===== src/rtl/ahb_slave_mux_pkg.sv =====
// ahb_slave_mux_pkg: shared types, limits and parameter-slicing helper for the AHB slave mux
package ahb_slave_mux_pkg;
  localparam int MAX_NSLAVES = 16;
  localparam int MAX_ADDR_W = 64;
  localparam int PACK_W = MAX_NSLAVES * MAX_ADDR_W;
  typedef enum logic [1:0] {TR_IDLE, TR_BUSY, TR_NONSEQ, TR_SEQ} ahb_trans_e;
  typedef enum logic [1:0] {DS_IDLE, DS_ERR1, DS_ERR2} deferr_state_e;
  function automatic logic [MAX_ADDR_W-1:0] slv_field(input logic [PACK_W-1:0] v, input int i, input int w);
    logic [PACK_W-1:0] s;
    s = v >> (i * w);
    return s[MAX_ADDR_W-1:0] & ((MAX_ADDR_W'(1) << w) - MAX_ADDR_W'(1));
  endfunction
endpackage


===== src/rtl/ahb_slave_mux_if.sv =====
// ahb_slave_mux_if: manager-side address/response bus plus per-slave fan-in/fan-out
interface ahb_slave_mux_if
  import ahb_slave_mux_pkg::*;
#(
  parameter int NSLAVES = 8,
  parameter int ADDR_W = 34,
  parameter int DATA_W = 64
);
  logic [ADDR_W-1:0] HADDR;
  ahb_trans_e HTRANS;
  logic [NSLAVES-1:0] HSELS;
  logic [NSLAVES-1:0] HREADYOUTS;
  logic [NSLAVES-1:0] HRESPS;
  logic [NSLAVES*DATA_W-1:0] HRDATAS;
  logic [DATA_W-1:0] HRDATA;
  logic HREADY;
  logic HRESP;
  logic TimeoutErr;
  logic [NSLAVES-1:0] StuckMask;
  modport slave (
    input HADDR, HTRANS, HREADYOUTS, HRESPS, HRDATAS,
    output HSELS, HRDATA, HREADY, HRESP, TimeoutErr, StuckMask
  );
  modport master (
    output HADDR, HTRANS, HREADYOUTS, HRESPS, HRDATAS,
    input HSELS, HRDATA, HREADY, HRESP, TimeoutErr, StuckMask
  );
endinterface


===== src/rtl/ahb_slave_mux_default_slave.sv =====
// ahb_default_slave: two-cycle ERROR responder for unmapped transfers plus per-transfer stall watchdog
module ahb_default_slave
  import ahb_slave_mux_pkg::*;
#(
  parameter int TIMEOUT = 255
) (
  input  logic clk,
  input  logic rst,
  input  logic i_hready,
  input  logic i_unmapped,
  input  logic i_slv_sel,
  input  logic i_slv_ready,
  output logic o_active,
  output logic o_hready,
  output logic o_hresp,
  output logic o_timeout
);
  localparam int CW = TIMEOUT > 0 ? $clog2(TIMEOUT + 1) : 1;
  deferr_state_e r_state, w_next;
  logic [CW-1:0] r_cnt;
  logic w_wait;
  assign w_wait = (r_state == DS_IDLE) & i_slv_sel & ~i_slv_ready;
  assign o_timeout = (TIMEOUT != 0) && w_wait && (r_cnt == CW'(TIMEOUT));
  // Error sequencing: ERR1 always stalls one cycle, ERR2 completes and may chain into another error
  always_comb begin
    w_next = r_state == DS_ERR1 ? DS_ERR2 : (o_timeout | (i_hready & i_unmapped)) ? DS_ERR1 : DS_IDLE;
    o_active = r_state != DS_IDLE;
    o_hready = r_state != DS_ERR1;
    o_hresp = r_state != DS_IDLE;
  end
  // State register and wait-state counter; the counter restarts with every completed transfer
  always_ff @(posedge clk or posedge rst) begin
    if (rst) begin
      r_state <= DS_IDLE;
      r_cnt <= '0;
    end else begin
      r_state <= w_next;
      r_cnt <= i_hready ? '0 : w_wait ? r_cnt + 1'b1 : r_cnt;
    end
  end
endmodule


===== src/rtl/ahb_slave_mux.sv =====
// ahb_slave_mux: AHB-Lite address decoder and data-phase response mux with built-in error slave
module ahb_slave_mux
  import ahb_slave_mux_pkg::*;
#(
  parameter int NSLAVES = 8,
  parameter int ADDR_W = 34,
  parameter int DATA_W = 64,
  parameter logic [NSLAVES*ADDR_W-1:0] SLV_BASE = '0,
  parameter logic [NSLAVES*ADDR_W-1:0] SLV_MASK = '0,
  parameter int TIMEOUT = 255
) (
  input logic HCLK,
  input logic reset,
  ahb_slave_mux_if.slave bus
);
  localparam logic [NSLAVES:0] DEF_SEL = {1'b1, {NSLAVES{1'b0}}};
  logic [NSLAVES-1:0] w_match, w_hsel, r_stuck;
  logic [NSLAVES:0] r_dsel;
  logic [DATA_W-1:0] w_slv_rdata;
  logic w_any, w_def, w_slv_ready, w_slv_resp;
  logic w_fsm_active, w_fsm_ready, w_fsm_resp, w_timeout;
  for (genvar i = 0; i < NSLAVES; i++) begin : g_dec
    localparam logic [MAX_ADDR_W-1:0] BASE = slv_field(PACK_W'(SLV_BASE), i, ADDR_W);
    localparam logic [MAX_ADDR_W-1:0] MASK = slv_field(PACK_W'(SLV_MASK), i, ADDR_W);
    assign w_match[i] = ((bus.HADDR & MASK[ADDR_W-1:0]) == BASE[ADDR_W-1:0]) & ~r_stuck[i];
  end
  assign w_hsel = w_match & (~w_match + NSLAVES'(1));
  assign w_any = |w_match;
  assign bus.HSELS = w_hsel;
  // Gather the response of whichever slave owns the data phase
  always_comb begin
    w_slv_rdata = '0;
    w_slv_ready = 1'b0;
    w_slv_resp = 1'b0;
    for (int i = 0; i < NSLAVES; i++) begin
      w_slv_rdata |= r_dsel[i] ? bus.HRDATAS[i*DATA_W +: DATA_W] : '0;
      w_slv_ready |= r_dsel[i] & bus.HREADYOUTS[i];
      w_slv_resp |= r_dsel[i] & bus.HRESPS[i];
    end
  end
  assign w_def = r_dsel[NSLAVES] | w_fsm_active;
  assign bus.HRDATA = w_def ? '0 : w_slv_rdata;
  assign bus.HREADY = w_def ? w_fsm_ready : w_slv_ready;
  assign bus.HRESP = w_def ? w_fsm_resp : w_slv_resp;
  assign bus.TimeoutErr = w_timeout;
  assign bus.StuckMask = r_stuck;
  // Data-phase owner advances on HREADY; a timed-out slave stays fenced until reset
  always_ff @(posedge HCLK or posedge reset) begin
    if (reset) begin
      r_dsel <= DEF_SEL;
      r_stuck <= '0;
    end else begin
      if (bus.HREADY) r_dsel <= w_any ? {1'b0, w_hsel} : DEF_SEL;
      if (w_timeout) r_stuck <= r_stuck | r_dsel[NSLAVES-1:0];
    end
  end
  ahb_default_slave #(.TIMEOUT(TIMEOUT)) u_def (
    .clk(HCLK),
    .rst(reset),
    .i_hready(bus.HREADY),
    .i_unmapped(bus.HTRANS[1] & ~w_any),
    .i_slv_sel(~r_dsel[NSLAVES]),
    .i_slv_ready(w_slv_ready),
    .o_active(w_fsm_active),
    .o_hready(w_fsm_ready),
    .o_hresp(w_fsm_resp),
    .o_timeout(w_timeout)
  );
endmodule

===== src/flat_wrapper.sv =====
// flat-port wrapper written by rule: the top's interface ports become plain ports
module ahb_slave_mux_flat import ahb_slave_mux_pkg::*;
#(
  parameter int NSLAVES = 8,
  parameter int ADDR_W = 34,
  parameter int DATA_W = 64,
  parameter logic [NSLAVES*ADDR_W-1:0] SLV_BASE = '0,
  parameter logic [NSLAVES*ADDR_W-1:0] SLV_MASK = '0,
  parameter int TIMEOUT = 255
)
  (HCLK, reset, bus_HADDR, bus_HTRANS, bus_HREADYOUTS, bus_HRESPS, bus_HRDATAS, bus_HSELS, bus_HRDATA, bus_HREADY, bus_HRESP, bus_TimeoutErr, bus_StuckMask);
  ahb_slave_mux_if #(.NSLAVES(NSLAVES), .ADDR_W(ADDR_W), .DATA_W(DATA_W)) bus_i ();
  input logic HCLK;
  input logic reset;
  input wire logic [$bits(bus_i.HADDR)-1:0] bus_HADDR;
  input wire logic [$bits(bus_i.HTRANS)-1:0] bus_HTRANS;
  input wire logic [$bits(bus_i.HREADYOUTS)-1:0] bus_HREADYOUTS;
  input wire logic [$bits(bus_i.HRESPS)-1:0] bus_HRESPS;
  input wire logic [$bits(bus_i.HRDATAS)-1:0] bus_HRDATAS;
  output wire logic [$bits(bus_i.HSELS)-1:0] bus_HSELS;
  output wire logic [$bits(bus_i.HRDATA)-1:0] bus_HRDATA;
  output wire logic [$bits(bus_i.HREADY)-1:0] bus_HREADY;
  output wire logic [$bits(bus_i.HRESP)-1:0] bus_HRESP;
  output wire logic [$bits(bus_i.TimeoutErr)-1:0] bus_TimeoutErr;
  output wire logic [$bits(bus_i.StuckMask)-1:0] bus_StuckMask;
  assign bus_i.HADDR = bus_HADDR;
  assign bus_i.HTRANS = bus_HTRANS;
  assign bus_i.HREADYOUTS = bus_HREADYOUTS;
  assign bus_i.HRESPS = bus_HRESPS;
  assign bus_i.HRDATAS = bus_HRDATAS;
  assign bus_HSELS = bus_i.HSELS;
  assign bus_HRDATA = bus_i.HRDATA;
  assign bus_HREADY = bus_i.HREADY;
  assign bus_HRESP = bus_i.HRESP;
  assign bus_TimeoutErr = bus_i.TimeoutErr;
  assign bus_StuckMask = bus_i.StuckMask;
  ahb_slave_mux #(.NSLAVES(NSLAVES), .ADDR_W(ADDR_W), .DATA_W(DATA_W), .SLV_BASE(SLV_BASE), .SLV_MASK(SLV_MASK), .TIMEOUT(TIMEOUT)) u_core (.HCLK(HCLK), .reset(reset), .bus(bus_i));
endmodule

===== config.mk =====
export PLATFORM = sky130hd
export DESIGN_NAME = ahb_slave_mux_flat
export DESIGN_NICKNAME = d
export VERILOG_FILES = /design/src/rtl/ahb_slave_mux_pkg.sv /design/src/rtl/ahb_slave_mux_if.sv /design/src/rtl/ahb_slave_mux_default_slave.sv /design/src/rtl/ahb_slave_mux.sv /design/src/flat_wrapper.sv
export SDC_FILE = /design/constraint.sdc
export NUM_CORES = 1
export LEC_CHECK = 0
export CAP_MARGIN = 20
export CORE_AREA = 2 2 254 256
export CTS_CLUSTER_SIZE = 25
export DETAILED_ROUTE_END_ITERATION = 16
export DIE_AREA = 0 0 256 258
export GPL_ROUTABILITY_DRIVEN = 0
export GPL_TIMING_DRIVEN = 0
export HOLD_SLACK_MARGIN = 0.08
export SLEW_MARGIN = 15
export SYNTH_ARGS = -nofsm -noshare
export SYNTH_HDL_FRONTEND = slang
export SYNTH_SLANG_ARGS = --single-unit

===== constraint.sdc =====
create_clock -name HCLK -period 1.6 [get_ports HCLK]
set_input_delay 0.24 -clock HCLK [delete_from_list [all_inputs] [get_ports HCLK]]
set_output_delay 0.24 -clock HCLK [all_outputs]
set_load 0.01 [all_outputs]

==> flow_metrics.tcl, run 1 <==
set metrics [dict create \
    status "complete, but fails checks" \
    violations "negative setup slack" \
    p_sw_frac 0.260 \
    drt_iter0_drc 810 \
    holdBufCountCts 0 \
    grt_use_total 0.200 \
    setup_slack_ns -0.663 \
    fin_tns_setup_ns -42.29 \
    layout-drive-gt1-share 0.378 \
    h-tree-depth 1 \
    rr_worst_depth 8 \
    synth.distinct_cells 36 \
    rsz0062_at_grt "true" \
    start_util 0.0634 \
    slowest_stage "a22oi_2" \
    post-route-util 0.233 \
    gr-total-overflow 0 \
    synth_area_um2 4030 \
    crit_chain "clkbuf_16 -> clkbuf_16 -> buf_12 -> a22oi_2 -> a41oi_2 -> buf_2" \
    ys_warn_count 0 \
    die_area_um2 66000 \
    worst-path-max-fanout 5 \
    min_period_over_period 1.41 \
    io_buffers 613 \
    vias_per_cell 4.34 \
    switchingPower_mw 0.871 \
    clock_path_buffers 2 \
    p_int_mw 2.48 \
    nets 1789 \
    arrival_ns 2.02 \
    postSynthCellCount 496 \
    grt_pass1_wl_mm 88.3 \
    cts_tree "done" \
    startpoint_type "register" \
    crit_top_cell "clkbuf_16" \
    max_cap_violations 0 \
    async_reset_ff_frac 1.00 \
    hpwl_mm 53.9 \
    grt_pass1_vias 9657 \
    worst_slew_pin_slew_ns 0.581 \
    powerDensity_nw_per_um2 226 \
    fin_cells 2082 \
    antenna_found_initial 11 \
    ios 649 \
    drc 0 \
    mostFrequentLayoutCell "clkdlybuf4s50_1" \
    vdd_drop_max_uv 336 \
    area_growth_pct 267 \
    die_x_um 256 \
    cpPeakStageDelay_ns 0.49 \
    hold_path.class "in -> async" \
    wire_per_inst_um 33.6 \
    rows 93 \
    maxSlewHeadroom 0.613 \
    wirelength_mm 70.0 \
    setup_violations 94 \
    final_cell_mix "clkdlybuf4s50_1 (535), a22oi_1 (158), a22oi_2 (105)" \
    route.vias.total 9032 \
    fmax_mhz 442 \
    core_area_um2 63600 \
    synth_edf_count 0 \
    grt_max_degree 28 \
    numCtsBuffers 3 \
    totalPowerFinal_mw 3.35 \
    clk_pin_slew_ns 0.07 \
    post_dp_cell_area_um2 11400 \
    crit_type "reg -> out" \
    ant_nets 0 \
    synth_area_per_cell_um2 8.13 \
    clock_skew_ns 0.00175 \
    clock-root-buffer "clkbuf_16" \
    fin_crit_ns 2.26 \
    die-height_um 258 \
    drtPass1Iterations 6 \
    synth_top_flop_cell "dfrtp_1" \
    p_leak_nw 4.95 \
    design_area_um2 14800 \
    required_ns 1.36 \
    syn_nets 1063 \
    seq_power_share 0.208 \
    cp-end-kind "output pin" \
    drv_slew 0 \
    hold_violations 0 \
    cts_sinks 27 \
    clkLatencyLatePin_ns 0.27 \
    ys_ff_latch 27 \
    clkPwrFrac 0.178 \
    placed_cells 1974 \
    n_fill_cell 6760 \
    ys_seq_area_frac 0.168 \
    combPwrFrac 0.615 \
]
-- kinds of logic (layout without fill, tap and decap cells) --
kind of cell             after synthesis  in the layout  synth area share
AO/OA/AOI/OAI                        350            350             0.676
XOR/XNOR                               2              2           0.00434
adder cells (fa/ha/maj)                1              1           0.00310
buffers and inverters                 69            794            0.0667
flip-flops                            27             27             0.168
multiplexers                           8              8            0.0223
other                                  0              6                 0
AND/OR/NAND/NOR                       39             39            0.0593
-- state kept, by name (all words and copies together) (netlist names) --
| name | count |
|---|---|
| u_core.r_dsel | 9 |
| u_core.bus.StuckMask | 8 |
| u_core.u_def.r_cnt | 8 |
| u_core.u_def.r_state | 2 |
-- worst max-delay path: cells and delay by family (launching register included) --
kind | cells | cell delay, ns
AOI/OAI and AO/OA | 2 | 0.66
buffers and inverters | 4 | 0.64
DFF | 1 | 0.43
-- synth_stat cells, types with 2 or more instances --
master    number  area, um2
a21o_1         9       67.6
a22o_1         5       43.8
a22oi_1      260       1950
a22oi_2        3       37.5
a41oi_1       65        569
and2_1         2       12.5
and3_1         2       12.5
buf_1          8       30.0
buf_2          5       25.0
clkbuf_1      51        191
dfrtp_1       26        651
inv_1          3       11.3
mux2_2         8       90.1
nand2_1       10       37.5
nand3_1        2       10.0
nor2_1         6       22.5
nor2b_1        3       18.8
nor3b_1        2       15.0
o31ai_1        5       37.5
or3_1          4       25.0
xor2_1         2       17.5
-- power by group through the flow --
stage	combinational (mW)	sequential (mW)	clock, mW
2_1_floorplan	0.221	0.706	0
3_3_place_gp	1.87	0.706	0
3_5_place_dp	1.88	0.707	0
4_1_cts	1.99	0.694	0.605
5_1_grt	2.14	0.696	0.618
6_report	2.06	0.695	0.595
-- metrics by stage --
step                      hold WS [ns]  worst slack [ns]
after detailed placement         0.503             -2.44
after global placement           0.490             -2.82
final                            0.181            -0.663
after CTS                        0.532            -0.692
after global routing             0.195            -0.688
after floorplan                  0.292           -0.0382
-- area by class of cell --
cell class	count	area [um2]	area share
Antenna cell	6	15.0	0.00101
Buffer	59	978	0.0660
Clock buffer	4	78.8	0.00532
Inverter	4	15.0	0.00101
Multi-Input combinational cell	400	4500	0.304
Sequential cell	27	687	0.0464
Tap cell	855	1070	0.0722
Timing Repair Buffer	727	7480	0.505
-- routing by layer --
layer	vias up	part of all wire	wire, um	track usage
met5	-	0.00036	25	0
met4	4	0.057	3980	0.102
met3	171	0.086	6020	0.0543
met2	777	0.45	31200	0.322
met1	4395	0.41	28800	0.244
li1	3685	-	-	-
-- timing repair --
action	4_1_cts	5_1_grt
pin swaps	45	52
endpoints found under the setup margin	99	100
cloned	7	0
gates resized for setup	768	125
buffers inserted	64	38
-- path summary, 6_finish.rpt --
path | from | endpoint | slack (ns)
max reg2reg | u_core.r_dsel[3]$_DFFE_PP0N_ | u_core.r_dsel[1]$_DFFE_PP0N_ | -0.38
max | u_core.r_dsel[2]$_DFFE_PP0N_ | bus_HRDATA[52] | -0.66
min | reset | u_core.bus.StuckMask[6]$_DFFE_PP0P_ | 0.18
max in group asynchronous | reset | u_core.r_dsel[8]$_DFFE_PP1N_ | 0.96
min reg2reg | u_core.u_def.r_cnt[0]$_DFFE_PP0P_ | u_core.u_def.r_cnt[0]$_DFFE_PP0P_ | 0.56
min in group HCLK | u_core.u_def.r_cnt[0]$_DFFE_PP0P_ | u_core.u_def.r_cnt[0]$_DFFE_PP0P_ | 0.56
(Power assumes the default switching activity.)
==> inputs of run 2 (changes only) <==
Settings changed: CAP_MARGIN 20 to unset.
==> run 2 against run 1 <==
Against the previous run: largest cell class unchanged; cell area decreased by 5.3%; utilization decreased by 1.2 points; the flow still finishes with violations (negative setup slack); clock skew increased by 0.0026 ns.
==> flow_metrics.tcl, run 2 (same netlist as run 1, synthesis figures left out) <==
set metrics [dict create \
    combPwrFrac 0.610 \
    area_growth_pct 248 \
    drt_iter0_drc 754 \
    hpwl_mm 53.5 \
    fin_cells 2044 \
    p_leak_nw 4.66 \
    rsz0062_at_grt "true" \
    crit_type "reg -> out" \
    io_buffers 613 \
    largest_register_ff_count 9 \
    totalPowerFinal_mw 3.29 \
    design_area_um2 14000 \
    rows 93 \
    start_util 0.0634 \
    numCtsBuffers 3 \
    clkLatencyLatePin_ns 0.27 \
    nets 1753 \
    wirelength_mm 71.0 \
    clk_pin_slew_ns 0.07 \
    r2r_slack_ns -0.33 \
    violations "negative setup slack" \
    clock-root-buffer "clkbuf_16" \
    placed_cells 1966 \
    grt_pass1_vias 9563 \
    cts_tree "done" \
    n_fill_cell 6881 \
    min_period_over_period 1.40 \
    clock_path_buffers 2 \
    antenna_found_initial 11 \
    cts_sinks 27 \
    grt_max_degree 28 \
    setup_slack_ns -0.632 \
    core_area_um2 63600 \
    max_cap_violations 0 \
    gr-total-overflow 0 \
    fmax_mhz 448 \
    switchingPower_mw 0.851 \
    vdd_drop_max_uv 376 \
    top_register "u_core.r_dsel" \
    multi_input_area_um2 4260 \
    final_cell_mix "clkdlybuf4s50_1 (534), a22oi_1 (192), a22oi_2 (71)" \
    setup_violations 95 \
    holdBufCountCts 0 \
    h-tree-depth 1 \
    status "complete, but fails checks" \
    clock_skew_ns 0.00431 \
    route.vias.total 9001 \
    hold_violations 0 \
    regArea_um2 687 \
    grt_util_met3 0.0544 \
    required_ns 1.36 \
    met1_usage 0.249 \
    die-height_um 258 \
    ant_nets 0 \
    clkPwrFrac 0.179 \
    grt-busiest-layer "met2" \
    p_int_mw 2.44 \
    mostFrequentLayoutCell "clkdlybuf4s50_1" \
    vias_per_cell 4.40 \
    cp-end-kind "output pin" \
    ios 649 \
    whs_ns 0.394 \
    fin_tns_setup_ns -41.63 \
    seq_power_share 0.211 \
    drtPass1Iterations 5 \
    layout-drive-gt1-share 0.327 \
    drc 0 \
    powerDensity_nw_per_um2 235 \
    worst_slew_pin_slew_ns 1.04 \
    fin_crit_ns 2.23 \
    grtUsageMet2 0.323 \
    startpoint_type "register" \
    grt_use_total 0.201 \
    p_sw_frac 0.258 \
    die_x_um 256 \
    worst-path-max-fanout 5 \
    hold_path.class "in -> async" \
    die_area_um2 66000 \
    maxSlewHeadroom 0.301 \
    wire_per_inst_um 34.7 \
    post_dp_cell_area_um2 11300 \
    grt_pass1_wl_mm 88.4 \
    arrival_ns 1.99 \
    drv_slew 0 \
]
-- run 2: worst max-delay path: stages, from the launching register on --
cell       delay (ns)
dfrtp_1          0.39
or3_4            0.47
clkbuf_16        0.22
clkbuf_16        0.20
a41oi_4          0.26
buf_6            0.15
-- run 2: what timing repair did --
action / CTS / global route
gates resized for setup: 708 / 74
pin swaps: 27 / 12
endpoints found under the setup margin: 99 / 100
buffers inserted: 54 / 7
gates cloned: 7 / 3
-- run 2: routing by layer --
metal / vias to the layer above / share of wire
li1: 3619 / -
met1: 4362 / 0.41
met2: 841 / 0.44
met3: 175 / 0.088
met4: 4 / 0.059
met5: - / 0.00042
-- run 2: layout make-up --
| cell class | count | area share |
|---|---|---|
| Timing Repair Buffer | 686 | 0.485 |
| Multi-Input combinational cell | 400 | 0.304 |
| Buffer | 64 | 0.0782 |
| Tap cell | 855 | 0.0762 |
| Sequential cell | 27 | 0.0490 |
| Clock buffer | 3 | 0.00535 |
| Inverter | 4 | 0.00107 |
| Antenna cell | 4 | 0.000713 |
| Clock inverter | 1 | 0.000357 |
-- run 2: final timing paths --
path                                              startpoint                                  end  cells past startpoint
setup / recovery           u_core.u_def.r_state[0]$_DFF_PP0_                       bus_HRDATA[12]                      5
hold / removal                                         reset  u_core.bus.StuckMask[6]$_DFFE_PP0P_                      2
setup reg to reg                u_core.r_dsel[7]$_DFFE_PP0N_         u_core.r_dsel[4]$_DFFE_PP0N_                      7
hold reg to reg            u_core.u_def.r_cnt[0]$_DFFE_PP0P_    u_core.u_def.r_cnt[0]$_DFFE_PP0P_                      1
max in group asynchronous                              reset         u_core.r_dsel[7]$_DFFE_PP0N_                      2
min in group HCLK          u_core.u_def.r_cnt[0]$_DFFE_PP0P_    u_core.u_def.r_cnt[0]$_DFFE_PP0P_                      1
-- run 2: stage by stage --
stage          setup WS, ns   util
4_1_cts              -0.630  0.213
5_1_grt              -0.692  0.220
2_1_floorplan       -0.0382      -
3_5_place_dp          -2.48  0.178
3_3_place_gp          -2.82  0.177
6_report             -0.632  0.220
-- run 2: power by group through the flow --
stage,combinational (mW),sequential [mW],clock [mW]
finish,2.01,0.695,0.591
global route,2.09,0.695,0.617
CTS,1.96,0.694,0.596
detailed placement,1.88,0.707,0
global placement,1.87,0.706,0
floorplan,0.221,0.706,0
